$ cat src/rtl/dafx_pkg.sv
// Shared definitions for the DAFX audio path: I2S frame geometry,
// transmitter state encoding and small arithmetic helpers.
package dafx_pkg;

  localparam int unsigned I2S_SLOTS_C    = 64;
  localparam int unsigned I2S_CH_SLOTS_C = 32;

  typedef enum logic {
    IDLE = 1'b0,
    RUN  = 1'b1
  } cs_i2s_tx_state_t;

  function automatic logic [15:0] sat_inc16(input logic [15:0] v);
    return (v == '1) ? v : v + 16'd1;
  endfunction

endpackage

$ cat src/rtl/cs_i2s_clk_gen.sv
// I2S bit/word clock generator: divider and slot counters. All outputs
// describe the upcoming output cycle so the caller can register them.
module cs_i2s_clk_gen
  import dafx_pkg::*;
#(
  parameter int unsigned SCLK_DIV_P = 4
) (
  input  logic                                 clk,
  input  logic                                 rst_n,
  input  logic                                 i_en,
  input  logic                                 i_clr,
  output logic                                 o_sclk,
  output logic                                 o_lrck,
  output logic [$clog2(I2S_CH_SLOTS_C)-1:0]    o_slot,
  output logic                                 o_slot_start,
  output logic                                 o_frame_start
);

  localparam int unsigned DIV_W  = $clog2(SCLK_DIV_P);
  localparam int unsigned SLOT_W = $clog2(I2S_SLOTS_C);

  logic [DIV_W-1:0]  r_div;
  logic [DIV_W-1:0]  w_div_nxt;
  logic [SLOT_W-1:0] r_slot;
  logic [SLOT_W-1:0] w_slot_nxt;
  logic              w_div_wrap;

  // i_clr together with i_en restarts the frame at slot 0; without i_en
  // the counters park at zero so the serial outputs idle low.
  always_comb begin
    w_div_wrap    = (r_div == DIV_W'(SCLK_DIV_P - 1));
    w_div_nxt     = '0;
    w_slot_nxt    = '0;
    o_frame_start = 1'b0;
    if (i_en && i_clr) begin
      o_frame_start = 1'b1;
    end else if (i_en) begin
      w_div_nxt     = w_div_wrap ? '0 : r_div + 1'b1;
      w_slot_nxt    = w_div_wrap ? r_slot + 1'b1 : r_slot;
      o_frame_start = w_div_wrap && (r_slot == SLOT_W'(I2S_SLOTS_C - 1));
    end
  end

  always_ff @(posedge clk or negedge rst_n) begin
    if (!rst_n) begin
      r_div  <= '0;
      r_slot <= '0;
    end else begin
      r_div  <= w_div_nxt;
      r_slot <= w_slot_nxt;
    end
  end

  assign o_sclk       = (w_div_nxt >= DIV_W'(SCLK_DIV_P / 2));
  assign o_lrck       = (w_slot_nxt >= SLOT_W'(I2S_CH_SLOTS_C));
  assign o_slot       = w_slot_nxt[SLOT_W-2:0];
  assign o_slot_start = (w_div_nxt == '0);

endmodule

$ cat src/rtl/cs_i2s_tx.sv
// I2S transmitter: one-frame holding buffer, shift stage, run FSM and
// saturating underflow counter, serialising stereo PCM MSB-first.
module cs_i2s_tx
  import dafx_pkg::*;
#(
  parameter int unsigned AUDIO_WIDTH_P = 24,
  parameter int unsigned SCLK_DIV_P    = 4
) (
  input  logic                     clk,
  input  logic                     rst_n,
  input  logic                     cr_enable,
  input  logic                     cmd_clr_underflow,
  input  logic                     tx_valid,
  output logic                     tx_ready,
  input  logic [AUDIO_WIDTH_P-1:0] tx_left,
  input  logic [AUDIO_WIDTH_P-1:0] tx_right,
  output logic                     cs_tx_lrck,
  output logic                     cs_tx_sclk,
  output logic                     cs_tx_sdout,
  output logic [15:0]              sr_underflow_cnt
);

  localparam int unsigned CH_SLOT_W = $clog2(I2S_CH_SLOTS_C);

  cs_i2s_tx_state_t r_state;

  logic                     r_buf_full;
  logic [AUDIO_WIDTH_P-1:0] r_buf_l;
  logic [AUDIO_WIDTH_P-1:0] r_buf_r;
  logic [AUDIO_WIDTH_P-1:0] r_sh_l;
  logic [AUDIO_WIDTH_P-1:0] r_sh_r;
  logic [15:0]              r_uf_cnt;

  logic                     w_start;
  logic                     w_en;
  logic                     w_sclk;
  logic                     w_lrck;
  logic [CH_SLOT_W-1:0]     w_slot;
  logic                     w_slot_start;
  logic                     w_frame_start;
  logic                     w_uf_inc;
  logic [AUDIO_WIDTH_P-1:0] w_word;
  logic [AUDIO_WIDTH_P-1:0] w_shifted;
  logic                     w_bit;

  assign w_start  = (r_state == IDLE) && cr_enable;
  assign w_en     = cr_enable;
  assign w_uf_inc = w_frame_start && !r_buf_full;
  assign tx_ready = ~r_buf_full;
  assign sr_underflow_cnt = r_uf_cnt;

  cs_i2s_clk_gen #(
    .SCLK_DIV_P (SCLK_DIV_P)
  ) u_clk_gen (
    .clk           (clk),
    .rst_n         (rst_n),
    .i_en          (w_en),
    .i_clr         (w_start),
    .o_sclk        (w_sclk),
    .o_lrck        (w_lrck),
    .o_slot        (w_slot),
    .o_slot_start  (w_slot_start),
    .o_frame_start (w_frame_start)
  );

  // Channel slot s carries sample bit (W - s); slot 0 and slots past W are 0.
  always_comb begin
    w_word    = w_lrck ? r_sh_r : r_sh_l;
    w_shifted = '0;
    w_bit     = 1'b0;
    if ((w_slot != '0) && (32'(w_slot) <= AUDIO_WIDTH_P)) begin
      w_shifted = w_word >> (AUDIO_WIDTH_P - 32'(w_slot));
      w_bit     = w_shifted[0];
    end
  end

  always_ff @(posedge clk or negedge rst_n) begin
    if (!rst_n) begin
      r_state     <= IDLE;
      cs_tx_lrck  <= 1'b0;
      cs_tx_sclk  <= 1'b0;
      cs_tx_sdout <= 1'b0;
    end else begin
      case (r_state)
        IDLE:    if (cr_enable)  r_state <= RUN;
        RUN:     if (!cr_enable) r_state <= IDLE;
        default: r_state <= IDLE;
      endcase
      cs_tx_lrck <= w_lrck;
      cs_tx_sclk <= w_sclk;
      if (!w_en) begin
        cs_tx_sdout <= 1'b0;
      end else if (w_slot_start) begin
        cs_tx_sdout <= w_bit;
      end
    end
  end

  always_ff @(posedge clk or negedge rst_n) begin
    if (!rst_n) begin
      r_buf_full <= 1'b0;
      r_buf_l    <= '0;
      r_buf_r    <= '0;
    end else if (w_frame_start && r_buf_full) begin
      r_buf_full <= 1'b0;
    end else if (tx_valid && !r_buf_full) begin
      r_buf_full <= 1'b1;
      r_buf_l    <= tx_left;
      r_buf_r    <= tx_right;
    end
  end

  always_ff @(posedge clk or negedge rst_n) begin
    if (!rst_n) begin
      r_sh_l <= '0;
      r_sh_r <= '0;
    end else if (!w_en) begin
      r_sh_l <= '0;
      r_sh_r <= '0;
    end else if (w_frame_start) begin
      r_sh_l <= r_buf_full ? r_buf_l : '0;
      r_sh_r <= r_buf_full ? r_buf_r : '0;
    end
  end

  always_ff @(posedge clk or negedge rst_n) begin
    if (!rst_n) begin
      r_uf_cnt <= '0;
    end else if (cmd_clr_underflow) begin
      r_uf_cnt <= w_uf_inc ? 16'd1 : 16'd0;
    end else if (w_uf_inc) begin
      r_uf_cnt <= sat_inc16(r_uf_cnt);
    end
  end

endmodule

$ cat config.mk
export PLATFORM = sky130hd
export DESIGN_NAME = cs_i2s_tx
export DESIGN_NICKNAME = d
export VERILOG_FILES = /design/src/rtl/dafx_pkg.sv /design/src/rtl/cs_i2s_clk_gen.sv /design/src/rtl/cs_i2s_tx.sv
export SDC_FILE = /design/constraint.sdc
export NUM_CORES = 1
export LEC_CHECK = 0
export ABC_AREA = 1
export CAP_MARGIN = 5
export CORE_UTILIZATION = 55
export CTS_CLUSTER_DIAMETER = 60
export DETAILED_ROUTE_END_ITERATION = 12
export DONT_BUFFER_PORTS = 1
export GPL_ROUTABILITY_DRIVEN = 0
export MAX_ROUTING_LAYER = met4
export PLACE_DENSITY = 0.7
export SLEW_MARGIN = 5
export SYNTH_ARGS = -nofsm -noshare
export SYNTH_HDL_FRONTEND = slang
export SYNTH_SLANG_ARGS = --single-unit
$ cat constraint.sdc
create_clock -name clk -period 2.55 [get_ports clk]
set_input_delay 0.255 -clock clk [delete_from_list [all_inputs] [get_ports clk]]
set_output_delay 0.255 -clock clk [all_outputs]
set_load 0.02 [all_outputs]
# Yosys cells after proc, flatten, opt, wreduce, memory -nomap -nowiden
# Index checks and enable logic that the tools add are counted.
# classes
shifts	1
order_cmp	3
n_mux	25
n_reduce_logical	14
n_bitwise	3
add_sub_neg	4
eq_ne	6
# ops
cell	n
2-to-1 mux 24 bit	7
2-to-1 mux 16 bit	3
right shift 24 x 32 -> 1 bit	1
2-to-1 mux 6 bit	3
adder 16 x 1 -> 16 bit, second input constant	1
equality test 16 bit, second input constant	1
2-to-1 mux 1 bit	9
logical AND 1 bit	7
adder 6 x 1 -> 6 bit, second input constant	1
equality test 6 bit, second input constant	1
>= comparator 6 bit, second input constant	1
2-to-1 mux 2 bit	3
subtractor 5 x 5 -> 6 bit, first input constant	1
less-or-equal comparator 5 bit, second input constant	1
nonzero test 5 bit	1
inequality test 2 x 1 -> 1 bit, second input constant	2
AND reduction 2 bit	2
nonzero test 2 bit	2
NOT 1 bit	3
adder 2 x 1 -> 2 bit, second input constant	1
equality test 2 bit, second input constant	1
>= comparator 2 bit, second input constant	1
zero test 2 bit	1
inequality test 2 bit, second input constant	1
zero test 1 bit	1
# word_totals
regBits	125
out_inout_bits	20

# Depth between registers and ports, before layout
# depth
word_depth	10
mapped_depth	17

# By module
# Synthesis repeated with hierarchy kept, for this count alone.
# hier_totals
cells_unflattened	626
hier_area_um2	5734.2
# by_module_without_submodules
mod	area_per_inst_um2	cells_per_inst	instances
cs_i2s_tx	5292.6	569	1
cs_i2s_clk_gen	441.7	57	1

# Worst setup path before layout
# OpenSTA, ideal clock, no wires.
# synth_path
path_type	reg2reg
startpoint	reg u_clk_gen.r_div[0]
endpoint	reg cs_tx_sdout
path_stages_with_launch	17
setup_slack_ns	0.230
setup_ns	0.120
arrival_ns	2.199
period_less_slack_ns	2.320
path_cell_list	dfrtp_1 -> ha_1 -> nand2_1 -> nand2_1 -> nor2_2 -> inv_1 -> clkbuf_1 -> ha_1 -> or2_2 -> nand2_1 -> inv_1 -> nand3_1 -> nand2_1 -> nor2_1 -> nor2_1 -> nand3_1 -> nand2_1
# synth_via
elab_chain_cells	10
word_cells_on_any_way	20
classes_between	add/sub (2); order compare (2); eq/ne (2); shift (1); mux (10); reduce/logical (3)
# synth_rtl
item	line	source
from (decl)	cs_i2s_clk_gen.sv:22	logic [DIV_W-1:0] r_div;
from (signal assigned)	cs_i2s_clk_gen.sv:49	r_div <= w_div_nxt;
equality test 2 bit	cs_i2s_clk_gen.sv:31	w_div_wrap = (r_div == DIV_W'(SCLK_DIV_P - 1));
2-to-1 mux 6 bit	cs_i2s_clk_gen.sv:39	w_slot_nxt = w_div_wrap ? r_slot + 1'b1 : r_slot;
2-to-1 mux 6 bit	cs_i2s_clk_gen.sv:37	end else if (i_en) begin
2-to-1 mux 6 bit	cs_i2s_clk_gen.sv:35	if (i_en && i_clr) begin
>= comparator 6 bit	cs_i2s_clk_gen.sv:55	assign o_lrck = (w_slot_nxt >= SLOT_W'(I2S_CH_SLOTS_C));
2-to-1 mux 24 bit	cs_i2s_tx.sv:68	w_word = w_lrck ? r_sh_r : r_sh_l;
right shift 24 x 32 -> 1 bit	cs_i2s_tx.sv:72	w_shifted = w_word >> (AUDIO_WIDTH_P - 32'(w_slot));
2-to-1 mux 1 bit	cs_i2s_tx.sv:71	if ((w_slot != '0) && (32'(w_slot) <= AUDIO_WIDTH_P)) begin
2-to-1 mux 1 bit	cs_i2s_tx.sv:93	end else if (w_slot_start) begin
2-to-1 mux 1 bit	cs_i2s_tx.sv:91	if (!w_en) begin
to (signal assigned)	cs_i2s_tx.sv:94	cs_tx_sdout <= w_bit;
to (decl)	cs_i2s_tx.sv:19	output logic cs_tx_sdout,
# Parallel ways exist; a longest one is shown, timed or not. The select of a mux whose other input is x is not followed.
# A chain may end at the register's enable or synchronous reset.

# Worst setup path in the final report
# layout_path
startpoint	reg r_state
endpoint	reg cs_tx_sdout
# layout_via
elab_chain_cells	10
word_cells_on_any_way	17
classes_between	add/sub (1); order compare (2); eq/ne (1); shift (1); mux (6); bitwise (1); reduce/logical (5)
# layout_rtl
item	line	source
from (decl)	cs_i2s_tx.sv:25	cs_i2s_tx_state_t r_state;
from (signal assigned)	cs_i2s_tx.sv:79	r_state <= IDLE;
from (signal assigned)	cs_i2s_tx.sv:85	IDLE: if (cr_enable) r_state <= RUN;
from (signal assigned)	cs_i2s_tx.sv:86	RUN: if (!cr_enable) r_state <= IDLE;
NOT 1 bit (*)	cs_i2s_tx.sv:46	assign w_start = (r_state == IDLE) && cr_enable;
logical AND 1 bit (*)	cs_i2s_tx.sv:46	
logical AND 1 bit (*)	cs_i2s_clk_gen.sv:35	
2-to-1 mux 6 bit	cs_i2s_clk_gen.sv:35	
>= comparator 6 bit	cs_i2s_clk_gen.sv:55	
2-to-1 mux 24 bit	cs_i2s_tx.sv:68	
right shift 24 x 32 -> 1 bit	cs_i2s_tx.sv:72	
2-to-1 mux 1 bit	cs_i2s_tx.sv:71	
2-to-1 mux 1 bit	cs_i2s_tx.sv:93	
2-to-1 mux 1 bit	cs_i2s_tx.sv:91	
# Mark *: on every way between the ends. The rest lies on a longest branch, timed or not. The select of a mux whose other input is x is not followed.

==> reports/results.env <==
OUTCOME='complete, but fails checks'
FAILED_CHECKS='negative hold slack'
WORST_EP_REQUIRED_TIME_PS=2970
POWER_PER_CELL_AREA_nW_PER_UM2=808.2
DRT_WL_TOTAL_UM=12690
MAX-VDD-IR-DROP_mV=0.5746
SETUP.WORST_PATH.START_CLASS='flip-flop'
SLEW-LIMIT-HEADROOM=0.6658
CLK_TRANSITION_REPORTED_PATHS_PS=60
CHIPHEIGHT_UM=103.5
PLACED_CELLS=771
SYNTH_TOP_FLOP_CELL='sky130_fd_sc_hd__dfrtp_1'
CTS.ROOT.BUFFER_CELL='sky130_fd_sc_hd__clkbuf_8'
WORST_PATH_MOST_REPEATED_CELL='sky130_fd_sc_hd__nand2_1'
INSTANCE_COUNT_OF_THE_MAPPED_NETLIST=650
SWITCHING_POWER_TOTAL_mW=1.522
CRIT_FANOUT=16
SYNTHTOLAYOUTAREAGROWTH_PCT=22.83
CTS_TREE='built'
USE_MET2=0.4281
SYNTH-ASYNC-RESET-RATIO=1.000
SYNTH-EDFF-COUNT=0
IOS=73
SYN_AREA_UM2=5667
INITIAL_CORE_UTIL=0.5745
CLK_PATH_BUF_DEPTH=2
CTS.HTREE.LEVELS=4
POWER_FRAC_COMB=0.148
GRT.MET1_USAGE=0.3250
GR-USAGE-MET3=0.05538
POST_SYNTH.CELL_AREA_AVG_UM2=8.718
POWER_FRAC_SEQ=0.438
POST-ROUTE-PERIOD-UTIL=0.8975
SHORTEST_CLOCK_PERIOD_THE_WORST_PATH_ALLOWS_AFTER_LAYOUT_PS=2289
TOP_COUNT_CELL_POST_SYNTH='sky130_fd_sc_hd__dfrtp_1'
INTERNAL_POWER_mW=4.103
WORST_PATH_MAX_DELAY_CELL='sky130_fd_sc_hd__dfrtp_1'
CRITICAL_PATH.MAX_STAGE_DELAY_PS=390
YOSYSUNIQUECELLTYPES=36
GRT_START_MAX_NET_PINS=126
DIE_WIDTH_UM=103.5
CTS_SETUP_BUFFERS=0
SYNTH.YOSYS.WARNINGS=0
POST_ROUTE_CELLS_DRIVE_ABOVE_1_SHARE=0.09722
YOSYSTOPAREACELL='sky130_fd_sc_hd__dfrtp_1'
VIAS=4631
LATER_PIN_CLOCK_LATENCY_IN_THE_SKEW_REPORT_PS=530
GLOBAL_ROUTE_WIRE_LENGTH_BEFORE_REPAIR_UM=21890
SYNTH.YOSYS.SEQ_AREA_SHARE=0.5520
INSTANCES_NO_FILL=853
POST-SYNTH-TOP-AREA-FRACTION=0.5520
LAYOUT.CORE_UTILIZATION=0.7056
NUM_ANTENNA_CELLS=0
CELLLEAKAGEPOWER_nW=3.326
SYNTHESIZED_NETS=707
FIN_NETS=764
CTS.SINKS=125
SETUP_TNS_PS=0
SYNTH_AREA_LEADERS='sky130_fd_sc_hd__dfrtp_1 55%, sky130_fd_sc_hd__inv_1 7.8%, sky130_fd_sc_hd__a21oi_1 5.6%'
WORST_PIN_SLEW_PS=501.3
INITIALDRTVIOLATIONCOUNT=252
FLOORPLAN.CORE_AREA_UM2=9864
NUMBER_OF_CLOCK_BUFFERS_INSERTED_BY_TRITONCTS=17
GR-TOTAL-OVERFLOW=0
IO_BUFFER_COUNT=0
DRV_CAP=0
ARRIVAL_PS=2710
NETLIST_TOP_CELLS_COUNT='125 x sky130_fd_sc_hd__dfrtp_1, 117 x sky130_fd_sc_hd__inv_1, 68 x sky130_fd_sc_hd__nand2_1'
CORE.ROWCOUNT=36
NETSWITCHINGFRACTION=0.2705
P_CLK_FRAC=0.414
TOT_PWR_mW=5.625
NUM-FILL-CELLS=753
DIE_AREA_UM2=10710
TRACK_USAGE=0.2657
GRT_MOST_USED_LAYER='met2'
HOLD_SLACK_PS=-581.4
HOLD_VIOL_FINAL=125
WORST-SETUP-PATH-TYPE='reg2reg'
MIN_PATH_TYPE='in2async'
CRITICAL_PATH.CELL_CHAIN='nand2_1 -> inv_2 -> nand2_1 -> nor2_2 -> inv_1 -> ha_1 -> or2_2 -> nand2_1 -> inv_1 -> nand3_1 -> nand2_1 -> nor2_1 -> nor2_1 -> nand3_1 -> nand2_1'
GRT_ANTENNA_BEFORE_REPAIR=0
FINALSETUPVIOLATIONS=0
NUMBER_OF_PINS_WITH_NEGATIVE_MAX_SLEW_SLACK_IN_THE_FINAL_REPORT=0
FINAL.SETUP_SKEW_PS=7.388
ROUTE.DETAILED.DRC=0
END_KIND='flip-flop'
CTS-HOLD-FIX-BUFFERS=50
VIAS_PER_STD_CELL=5.429
ANTENNA_LEFT=0
PLACE_HPWL_UM=8286
WL_PER_CELL_UM=14.88
FIRST_DRT_PASS_ITERATION_COUNT=5
MAX_CLOCK_FREQ_GHz=0.4370
GRT_SETUP_UNREPAIRED='false'
SYNTH.FF_LATCH_COUNT=125
VIAS_IN_THE_FIRST_GLOBAL_ROUTE=4638
placed cells by master (no fill, tap or decap), types with 4 or more instances in the layout:
cell type,count
sky130_fd_sc_hd__a21oi_1,63
sky130_fd_sc_hd__buf_4,16
sky130_fd_sc_hd__clkbuf_16,16
sky130_fd_sc_hd__clkinvlp_4,8
sky130_fd_sc_hd__dfrtp_1,125
sky130_fd_sc_hd__dlygate4sd3_1,50
sky130_fd_sc_hd__ha_1,4
sky130_fd_sc_hd__inv_1,117
sky130_fd_sc_hd__nand2_1,67
sky130_fd_sc_hd__nand3_1,54
sky130_fd_sc_hd__nand4_1,13
sky130_fd_sc_hd__nor2_1,64
sky130_fd_sc_hd__nor3_1,8
sky130_fd_sc_hd__o211ai_1,7
sky130_fd_sc_hd__o21a_1,5
sky130_fd_sc_hd__o21ai_0,24
sky130_fd_sc_hd__o22ai_1,37
metrics by stage:
step / setup WS, ps / area [µm²]
final: 261.4 / 6960
after global routing: 13.46 / 6960
after CTS: 269.9 / 6958
after detailed placement: 300.7 / 5873
after global placement: 352.9 / 5873
after floorplan: 230.0 / 5667
repair_timing:
action                                 in CTS  in global routing
endpoints found under the hold margin     186                125
setup endpoints to repair                   0                  1
resized for setup                           0                  1
worst paths after layout:
check | start | to | slack (ps) | cells after the start
setup / recovery | r_state$_DFF_PN0_ | cs_tx_sdout$_DFFE_PN0P_ | 260 | 15
hold / removal | rst_n | r_buf_l[1]$_DFFE_PN0P_ | -580 | 0
setup reg to reg | r_state$_DFF_PN0_ | cs_tx_sdout$_DFFE_PN0P_ | 260 | 15
hold reg to reg | u_clk_gen.r_div[0]$_DFF_PN0_ | u_clk_gen.r_div[0]$_DFF_PN0_ | 470 | 1
max in group asynchronous | rst_n | sr_underflow_cnt[5]$_DFFE_PN0P_ | 2970 | 0
min in group clk | cr_enable | r_buf_full$_DFFE_PN0P_ | 60 | 2
kinds of logic (layout without fill, tap and decap cells):
family | Yosys count | after routing | share of synthesized area
and+or+nand+nor | 223 | 223 | 0.1844
DFF | 125 | 125 | 0.5520
adders and majority gates | 4 | 4 | 0.008832
buffers and inverters | 151 | 221 | 0.1027
AOI/OAI and AO/OA | 143 | 143 | 0.1459
xor gates and xnor gates | 4 | 4 | 0.006184
critical path: cells and delay by family, from the launching register on:
kind / cells / cell delay (ps)
DFF: 1 / 390
adders and majority gates: 1 / 180
and+or+nand+nor: 11 / 1200
buffers and inverters: 3 / 410
power by group through the flow:
stage	registers, mW	clock network, mW	logic, mW
6_report	2.46	2.33	0.833
5_1_grt	2.50	2.45	0.945
4_1_cts	2.46	2.36	0.833
3_5_place_dp	2.50	0	0.764
3_3_place_gp	2.48	0	0.733
2_1_floorplan	2.47	0	0.574
layer usage:
metal | up-vias | wire (µm)
met2 | 128 | 6303
met4 | 0 | 289
met1 | 2230 | 5547
met5 | - | 0
met3 | 35 | 549
li1 | 2238 | -
cell type report:
type,instances,area [µm²],area share
flip-flops and latches,125,3128,0.4494
well taps,133,166.4,0.02391
multi-input cells,374,1967,0.2826
inverters,121,454.2,0.06525
clock buffers,19,441.7,0.06345
repair buffers,68,660.6,0.09491
clock inverters,13,142.6,0.02049
registers in the layout (all words and copies together) (netlist names):
name              flops
cs_tx_lrck            1
cs_tx_sclk            1
cs_tx_sdout           1
r_buf_full            1
r_buf_l              24
r_buf_r              24
r_sh_l               24
r_sh_r               24
r_state               1
sr_underflow_cnt     16
u_clk_gen.r_div       2
u_clk_gen.r_slot      6
No activity file was read; power rests on OpenSTA's default activity.
